**src/rtl/clock_enable_gen_if.sv**
```systemverilog
// Clock-enable generator bus: per-channel divisor/enable in, status and
// clock-enable pulses out. Optional loss_count member when
// CLKEN_LOSS_COUNT_EN is defined.
interface clock_enable_gen_if #(
  parameter int NUM_CH = 2,
  parameter int DIV_W  = 16
);
  logic [NUM_CH-1:0][DIV_W-1:0] div_value;
  logic [NUM_CH-1:0]            ch_enable;
  logic [NUM_CH-1:0]            ce;
  logic                         reset_out;
  logic                         ready;
`ifdef CLKEN_LOSS_COUNT_EN
  logic [7:0]                   loss_count;

  modport master (output div_value, ch_enable,
                  input  ce, reset_out, ready, loss_count);
  modport slave  (input  div_value, ch_enable,
                  output ce, reset_out, ready, loss_count);
`else
  modport master (output div_value, ch_enable,
                  input  ce, reset_out, ready);
  modport slave  (input  div_value, ch_enable,
                  output ce, reset_out, ready);
`endif
endinterface

```
**src/rtl/clock_enable_gen.sv**
```systemverilog
// clock_enable_gen: DCM-lock-qualified reset sequencer plus NUM_CH
// programmable clock-enable dividers.
//   HOLD -> WAIT_LOCK -> FILTER -> RUN; any synchronised lock loss drops
//   back to WAIT_LOCK and reasserts reset_out.
// Optional feature macro: CLKEN_LOSS_COUNT_EN adds the saturating
// loss_count output (RUN -> WAIT_LOCK events).
module clock_enable_gen #(
  parameter int NUM_CH      = 2,
  parameter int DIV_W       = 16,
  parameter int LOCK_FILTER = 16,
  parameter int RST_HOLD    = 8
) (
  input  logic              system_clock,
  input  logic              reset_n,
  input  logic              dcm_locked,
  clock_enable_gen_if.slave bus
);

  // Elaboration-time parameter range checks.
  if (NUM_CH < 1 || NUM_CH > 8) begin : g_bad_num_ch
    $error("clock_enable_gen: NUM_CH=%0d outside 1..8", NUM_CH);
  end
  if (DIV_W < 2 || DIV_W > 32) begin : g_bad_div_w
    $error("clock_enable_gen: DIV_W=%0d outside 2..32", DIV_W);
  end
  if (LOCK_FILTER < 1 || LOCK_FILTER > 255) begin : g_bad_lock_filter
    $error("clock_enable_gen: LOCK_FILTER=%0d outside 1..255", LOCK_FILTER);
  end
  if (RST_HOLD < 1 || RST_HOLD > 255) begin : g_bad_rst_hold
    $error("clock_enable_gen: RST_HOLD=%0d outside 1..255", RST_HOLD);
  end

  typedef enum logic [1:0] {
    S_HOLD      = 2'd0,
    S_WAIT_LOCK = 2'd1,
    S_FILTER    = 2'd2,
    S_RUN       = 2'd3
  } state_e;

  localparam logic [7:0] HOLD_LAST = 8'(RST_HOLD - 1);
  localparam logic [7:0] FLT_LAST  = 8'(LOCK_FILTER - 1);

  state_e            state_q, state_d;
  logic              sync1_q, lock_s_q;
  logic [7:0]        hold_cnt_q, hold_cnt_d;
  logic [7:0]        flt_cnt_q, flt_cnt_d;
  logic              reset_out_q, ready_q;
  logic              run_d;
  logic [NUM_CH-1:0] ce_w;

  // Two-flop synchroniser for the asynchronous DCM lock indication.
  always_ff @(posedge system_clock or negedge reset_n) begin
    if (!reset_n) begin
      sync1_q  <= 1'b0;
      lock_s_q <= 1'b0;
    end else begin
      sync1_q  <= dcm_locked;
      lock_s_q <= sync1_q;
    end
  end

  // Next-state logic; decisions look only at the synchronised lock.
  always_comb begin
    state_d    = state_q;
    hold_cnt_d = hold_cnt_q;
    flt_cnt_d  = flt_cnt_q;
    case (state_q)
      S_HOLD: begin
        if (hold_cnt_q == HOLD_LAST) begin
          state_d    = S_WAIT_LOCK;
          hold_cnt_d = 8'd0;
        end else begin
          hold_cnt_d = hold_cnt_q + 8'd1;
        end
      end
      S_WAIT_LOCK: begin
        if (lock_s_q) begin
          state_d   = S_FILTER;
          flt_cnt_d = 8'd0;
        end
      end
      S_FILTER: begin
        if (!lock_s_q) begin
          state_d = S_WAIT_LOCK;
        end else if (flt_cnt_q == FLT_LAST) begin
          state_d = S_RUN;
        end else begin
          flt_cnt_d = flt_cnt_q + 8'd1;
        end
      end
      S_RUN: begin
        if (!lock_s_q) state_d = S_WAIT_LOCK;
      end
      default: state_d = S_HOLD;
    endcase
  end

  assign run_d = (state_d == S_RUN);

  // State and status registers; reset_out/ready follow the next state so
  // they line up exactly with the state they describe.
  always_ff @(posedge system_clock or negedge reset_n) begin
    if (!reset_n) begin
      state_q     <= S_HOLD;
      hold_cnt_q  <= 8'd0;
      flt_cnt_q   <= 8'd0;
      reset_out_q <= 1'b1;
      ready_q     <= 1'b0;
    end else begin
      state_q     <= state_d;
      hold_cnt_q  <= hold_cnt_d;
      flt_cnt_q   <= flt_cnt_d;
      reset_out_q <= !run_d;
      ready_q     <= run_d;
    end
  end

`ifdef CLKEN_LOSS_COUNT_EN
  logic [7:0] loss_q;

  // Saturating count of RUN -> WAIT_LOCK transitions.
  always_ff @(posedge system_clock or negedge reset_n) begin
    if (!reset_n) begin
      loss_q <= 8'd0;
    end else if (state_q == S_RUN && state_d == S_WAIT_LOCK && loss_q != 8'hFF) begin
      loss_q <= loss_q + 8'd1;
    end
  end

  assign bus.loss_count = loss_q;
`endif

  // Per-channel divider. The divisor is latched at start and at each wrap,
  // so a new div_value never produces a runt or stretched period. ce is
  // computed against the next state so it is never high while reset_out is.
  for (genvar k = 0; k < NUM_CH; k++) begin : g_lane
    logic [DIV_W-1:0] cnt_q, div_l_q;
    logic             ce_q;
    logic             active;

    assign active = run_d & bus.ch_enable[k];

    // Count toward the latched divisor, pulse and reload at wrap.
    always_ff @(posedge system_clock or negedge reset_n) begin
      if (!reset_n) begin
        cnt_q   <= '0;
        div_l_q <= '0;
        ce_q    <= 1'b0;
      end else if (active) begin
        if (cnt_q == div_l_q) begin
          ce_q    <= 1'b1;
          cnt_q   <= '0;
          div_l_q <= bus.div_value[k];
        end else begin
          ce_q    <= 1'b0;
          cnt_q   <= cnt_q + 1'b1;
        end
      end else begin
        ce_q    <= 1'b0;
        cnt_q   <= '0;
        div_l_q <= bus.div_value[k];
      end
    end

    assign ce_w[k] = ce_q;
  end

  assign bus.ce        = ce_w;
  assign bus.reset_out = reset_out_q;
  assign bus.ready     = ready_q;

endmodule

```
**src/flat_wrapper.sv**
```systemverilog
// flat-port wrapper written by rule: the top's interface ports become plain ports
module clock_enable_gen_flat 
#(
  parameter int NUM_CH      = 2,
  parameter int DIV_W       = 16,
  parameter int LOCK_FILTER = 16,
  parameter int RST_HOLD    = 8
)
  (system_clock, reset_n, dcm_locked, bus_div_value, bus_ch_enable, bus_ce, bus_reset_out, bus_ready);
  clock_enable_gen_if #(.NUM_CH(NUM_CH), .DIV_W(DIV_W)) bus_i ();
  input  logic system_clock;
  input  logic reset_n;
  input  logic dcm_locked;
  input wire logic [$bits(bus_i.div_value)-1:0] bus_div_value;
  input wire logic [$bits(bus_i.ch_enable)-1:0] bus_ch_enable;
  output wire logic [$bits(bus_i.ce)-1:0] bus_ce;
  output wire logic [$bits(bus_i.reset_out)-1:0] bus_reset_out;
  output wire logic [$bits(bus_i.ready)-1:0] bus_ready;
  assign bus_i.div_value = bus_div_value;
  assign bus_i.ch_enable = bus_ch_enable;
  assign bus_ce = bus_i.ce;
  assign bus_reset_out = bus_i.reset_out;
  assign bus_ready = bus_i.ready;
  clock_enable_gen #(.NUM_CH(NUM_CH), .DIV_W(DIV_W), .LOCK_FILTER(LOCK_FILTER), .RST_HOLD(RST_HOLD)) u_core (.system_clock(system_clock), .reset_n(reset_n), .dcm_locked(dcm_locked), .bus(bus_i));
endmodule
```
**config.mk**
```make
export PLATFORM = sky130hd
export DESIGN_NAME = clock_enable_gen_flat
export DESIGN_NICKNAME = d
export VERILOG_FILES = /design/src/rtl/clock_enable_gen_if.sv /design/src/rtl/clock_enable_gen.sv /design/src/flat_wrapper.sv
export SDC_FILE = /design/constraint.sdc
export NUM_CORES = 1
export LEC_CHECK = 0
export ABC_AREA = 1
export CAP_MARGIN = 20
export CORE_UTILIZATION = 40
export DETAILED_ROUTE_END_ITERATION = 8
export GPL_TIMING_DRIVEN = 0
export SLEW_MARGIN = 10
export SYNTH_ARGS = -nofsm -noshare
export SYNTH_HDL_FRONTEND = slang
export SYNTH_SLANG_ARGS = --single-unit
export TNS_END_PERCENT = 100
```
**constraint.sdc**
```tcl
create_clock -name system_clock -period 2 [get_ports system_clock]
set_input_delay 0.4 -clock system_clock [delete_from_list [all_inputs] [get_ports system_clock]]
set_output_delay 0.4 -clock system_clock [all_outputs]
set_load 0.02 [all_outputs]
```
# Word-level counts from Yosys, hierarchy flattened
# Index checks and enable logic that the tools add are counted.
[word_totals] ff_bits=88 inputBits=37 out_inout_bits=4
[op_classes] addsub=4 n_eq_ne=13 n_mux=23 bitwise_logic=2 n_reduce_logical=4
[ops] cell="$mux 16" n=8
[ops] cell="$add 16x1->16 const B" n=2
[ops] cell="$eq 16x16->1" n=2
[ops] cell="$mux 8" n=4
[ops] cell="$add 8x1->8 const B" n=2
[ops] cell="$pmux 8 s2" n=1
[ops] cell="$mux 2" n=5
[ops] cell="$eq 8x3->1 const B" n=1
[ops] cell="$eq 8x4->1 const B" n=1
[ops] cell="$pmux 2 s4" n=1
[ops] cell="$eq 2x2->1 const B" n=3
[ops] cell="$ne 2x2->1 const B" n=3
[ops] cell="$mux 1" n=4
[ops] cell="$ne 2x1->1 const B" n=2
[ops] cell="$reduce_and 4->1" n=1
[ops] cell="$and 1x1->1" n=2
[ops] cell="$eq 2x1->1 const B" n=1
[ops] cell="$logic_not 2->1" n=1
[ops] cell="$reduce_bool 2->1" n=1
[ops] cell="$logic_not 1->1" n=1

# Depth between registers and ports, before layout
[depth] ltp_word=7 depth_mapped=11 depth_no_buf=10

# Worst setup path before layout
# OpenSTA, ideal clock, no wires.
[synth_timing] path_type="reg-to-reg" from="reg u_core.flt_cnt_q[0]" to="reg u_core.g_lane[0].cnt_q[0]" arrival_time_ns=1.570 required_ns=1.932 path_slack_ns=0.362 stages_incl_launch_ff=10 n_path_buf=2 period_less_slack_ns=1.638 cell_sequence="dfrtp_1 -> ha_1 -> nand3_2 -> o21bai_4 -> nand3_4 -> nor2_8 -> nand2_2 -> buf_6 -> buf_12 -> nor2_4"
[synth_between] elab_chain_len=7
[synth_rtl] element="from (decl)" line="clock_enable_gen.sv:46" source="logic [7:0] flt_cnt_q, flt_cnt_d;"
[synth_rtl] element="from (signal assigned)" line="clock_enable_gen.sv:112" source="flt_cnt_q <= flt_cnt_d;"
[synth_rtl] element="$eq 8x4->1" line="clock_enable_gen.sv:85" source="end else if (flt_cnt_q == FLT_LAST) begin"
[synth_rtl] element="$mux 2" line="clock_enable_gen.sv:85"
[synth_rtl] element="$mux 2" line="clock_enable_gen.sv:83" source="if (!lock_s_q) begin"
[synth_rtl] element="$pmux 2 s4" line="clock_enable_gen.sv:67" source="case (state_q)"
[synth_rtl] element="$eq 2x2->1" line="clock_enable_gen.sv:98" source="assign run_d = (state_d == S_RUN);"
[synth_rtl] element="$and 1x1->1" line="clock_enable_gen.sv:141" source="assign active = run_d & bus.ch_enable[k];"
[synth_rtl] element="$mux 16" line="clock_enable_gen.sv:149" source="end else if (active) begin"
[synth_rtl] element="to (signal assigned)" line="clock_enable_gen.sv:156" source="cnt_q <= cnt_q + 1'b1;"
[synth_rtl] element="to (decl)" line="clock_enable_gen.sv:137" source="logic [DIV_W-1:0] cnt_q, div_l_q;"
# No other way between the ends.
# A chain may end at the register's enable or synchronous reset.

# Final worst setup path
[layout_timing] from="reg u_core.flt_cnt_q[0]" to="reg u_core.g_lane[0].cnt_q[9]"
# The elaborated chain is that of the path after synthesis.

==> run metrics <==
# H-tree levels=3; CTS buffer count=9; Pwr per Cell Area=849 mW/mm2; Seq/Total Area, Yosys=45.2%; syn nets=692; area leader, netlist=dfrtp_1; Iter 0 DRT Violations=213; failing checks=DRC; RSZ-0062 raised after global routing=no; final std cells w/o fill=851; layout cells sized above 1=8.62%; Via-to-Cell Ratio=4.63; Post-DP HPWL=7.32 mm; die height=112 um; Starting Density=41.8%; CTS tree=built; post-synthesis mux area share=0%; Pre-Repair DR Iteration Count=6; Num Clock Sinks=88; FMAX=536 MHz; pin count of the biggest net entering global routing=58; chip width=112 um; Main synth FF type=dfrtp_1; Total GRT Usage=18.0%; setup slack after layout=133 ps; Reg clk slew, reported paths=60 ps; number of vias in the routed layout=3,937; number of enable flip-flop cells after synthesis=0; Clock Tree Root=clkbuf_16; crit end category=flop; Slew Viols, Final=0; Max-Cap Viols=0; fin nets=744; Hold Vio Cnt, Final=0; number of synthesized register bits=88; Overall Power=0.00493 W; min-delay worst type=input pin to async pin; routability cong.=0.830; Top Ports=41; PortBufs=40; first-pass GRT wire length=17.9 mm; worst skew pair latency=340 ps; setup repair bufs after CTS=0; clock tree buffer depth=2; leakage=2.78 nW; Cell variety after synth=28; Worst R2R Start=u_core.flt_cnt_q[0]$_DFFE_PN0P_; CP Class=flop to flop; status=finished, violations left; Synth Cell Area=0.00487 mm2; Synth Area in Simple Gates=37.9%; total congestion overflow=0; Inst Count DP=835; Synthesis Warnings=0; smallest hold slack=0.505 ps; r2r setup slk=130 ps; clk_skew=7.69 ps; Final ANT Viol Nets=0; Crit path arrival time=2140 ps; FF-to-FF End=u_core.g_lane[0].cnt_q[9]$_DFF_PN0_; combinational family with the most area after synthesis=simple AND/OR/NAND/NOR gates; row cnt=39; crit path launch=u_core.flt_cnt_q[0]$_DFFE_PN0P_; Layout area overhead=19.2%; die area=0.0126 mm2; initial antenna violation count=0; core area=0.0117 mm2; Post-Route WL=10.1 mm; number of global-route vias before repair=3,917; Core Util, Final=49.8%; Slew @ Worst Pin=552 ps; Worst Path Required=2280 ps; Antenna diodes=0; Slew headroom=63.1%; Worst setup SP type=flop; top-area cell type share of the netlist area=44.7%; Max rail drop VDD=722 uV; post-route minimum period=1870 ps; Tcrit/Tclk final=93.3%; Synth Area in Compound Gates=3.06%; most common cell after layout, fill and taps aside=nand2_1; Synth Area in Adders=1.03%; Post-Syn Instances=651; WL per Instance=11.9 um; cells on worst reg2reg path=9; FFs w/ async S/R, synth=100%; pre-CTS WS=111 ps; commonest non-fill, non-tap cells in the layout=nand2_1, inv_1, dfrtp_1, nor2_1, nand3_1; crit path capture=u_core.g_lane[0].cnt_q[9]$_DFF_PN0_; Crit Path Max Fanout=10; top cells by area, synth=dfrtp_1, nand2_1, inv_1, nand3_1, nor2_1; # setup viols final=0; DRC viols=2; xor and xnor fraction of the mapped netlist area=3.42%; Avg Cell Area, Syn=7.48 um2
-- layer usage --
| metal | global-route usage, % | part of all wire, % | wire (um) | up-vias |
|---|---|---|---|---|
| li1 | - | - | - | 2081 |
| met1 | 21.1 | 44 | 4500 | 1790 |
| met2 | 32.1 | 51 | 5150 | 54 |
| met3 | 5.24 | 3.5 | 351 | 12 |
| met4 | 4.89 | 1.4 | 143 | 0 |
| met5 | 0 | 0 | 0 | - |
-- cells in the mapped netlist, drive strengths merged (2+ instances only) --
library cell	instances
xnor2	3
dfrtp	87
nor2	89
ha	4
nand4	7
a21oi	5
o21bai	2
nand2	246
xor2	16
clkbuf	5
o21ai	18
inv	89
nand3	56
nor3	7
buf	11
or2	3
-- worst max-delay path: stages (launching register included) --
cell      delay (ps)
dfrtp_1          420
ha_2             220
nand3_2          110
o21bai_4         190
nand3_4          160
nor2_8           210
nand2_2           90
buf_6            150
buf_12           160
nor2_4            70
-- power breakdown --
group | switching [W] | internal (W)
Clock | 0.000710 | 0.00113
Sequential | 0.000173 | 0.00198
Combinational | 0.000561 | 0.000376
Total | 0.00144 | 0.00349
-- per-stage QoR --
stage / instance area (um2) / TNS, ps
floorplan: 4870 / 0
CTS: 5800 / 0
detailed placement: 5480 / 0
global placement: 5450 / -251460
finish: 5810 / 0
global route: 5810 / 0
-- worst min-delay path by stage --
stage / startpoint / to / slack [ps]
floorplan: reset_n / u_core.bus.ready$_DFF_PN0_ / 100
detailed placement: u_core.sync1_q$_DFF_PN0_ / u_core.lock_s_q$_DFF_PN0_ / 350
global route: reset_n / u_core.flt_cnt_q[5]$_DFFE_PN0P_ / 20
finish: reset_n / u_core.flt_cnt_q[5]$_DFFE_PN0P_ / 0.5
CTS: reset_n / u_core.flt_cnt_q[6]$_DFFE_PN0P_ / 5
global placement: u_core.sync1_q$_DFF_PN0_ / u_core.lock_s_q$_DFF_PN0_ / 340
-- what timing repair did --
item,CTS,global route
gates resized for setup,0,5
hold buffers,0,0
setup endpoints to repair,0,18
-- final cells by class --
type	instances	area (um2)
buffer	16	128
clock buffer	11	243
clock inverter	5	80.1
fill	1163	5860
inverter	89	334
multi-input combinational	458	2210
sequential	88	2200
tap	143	179
timing repair buffer	41	425
-- flip-flops by register name, indices dropped and copies added (netlist names), 2 cells and up --
register / flops
u_core.flt_cnt_q: 8
u_core.g_lane.ce_q: 2
u_core.g_lane.cnt_q: 32
u_core.g_lane.div_l_q: 32
u_core.hold_cnt_q: 8
u_core.state_q: 2
-- cells by family after synthesis --
logic type / Yosys count
compound gates: 26
xor+xnor: 19
fa+ha+maj: 4
buf+inv: 105
flops: 88
simple gates: 409
No activity file was read; power rests on OpenSTA's default activity.
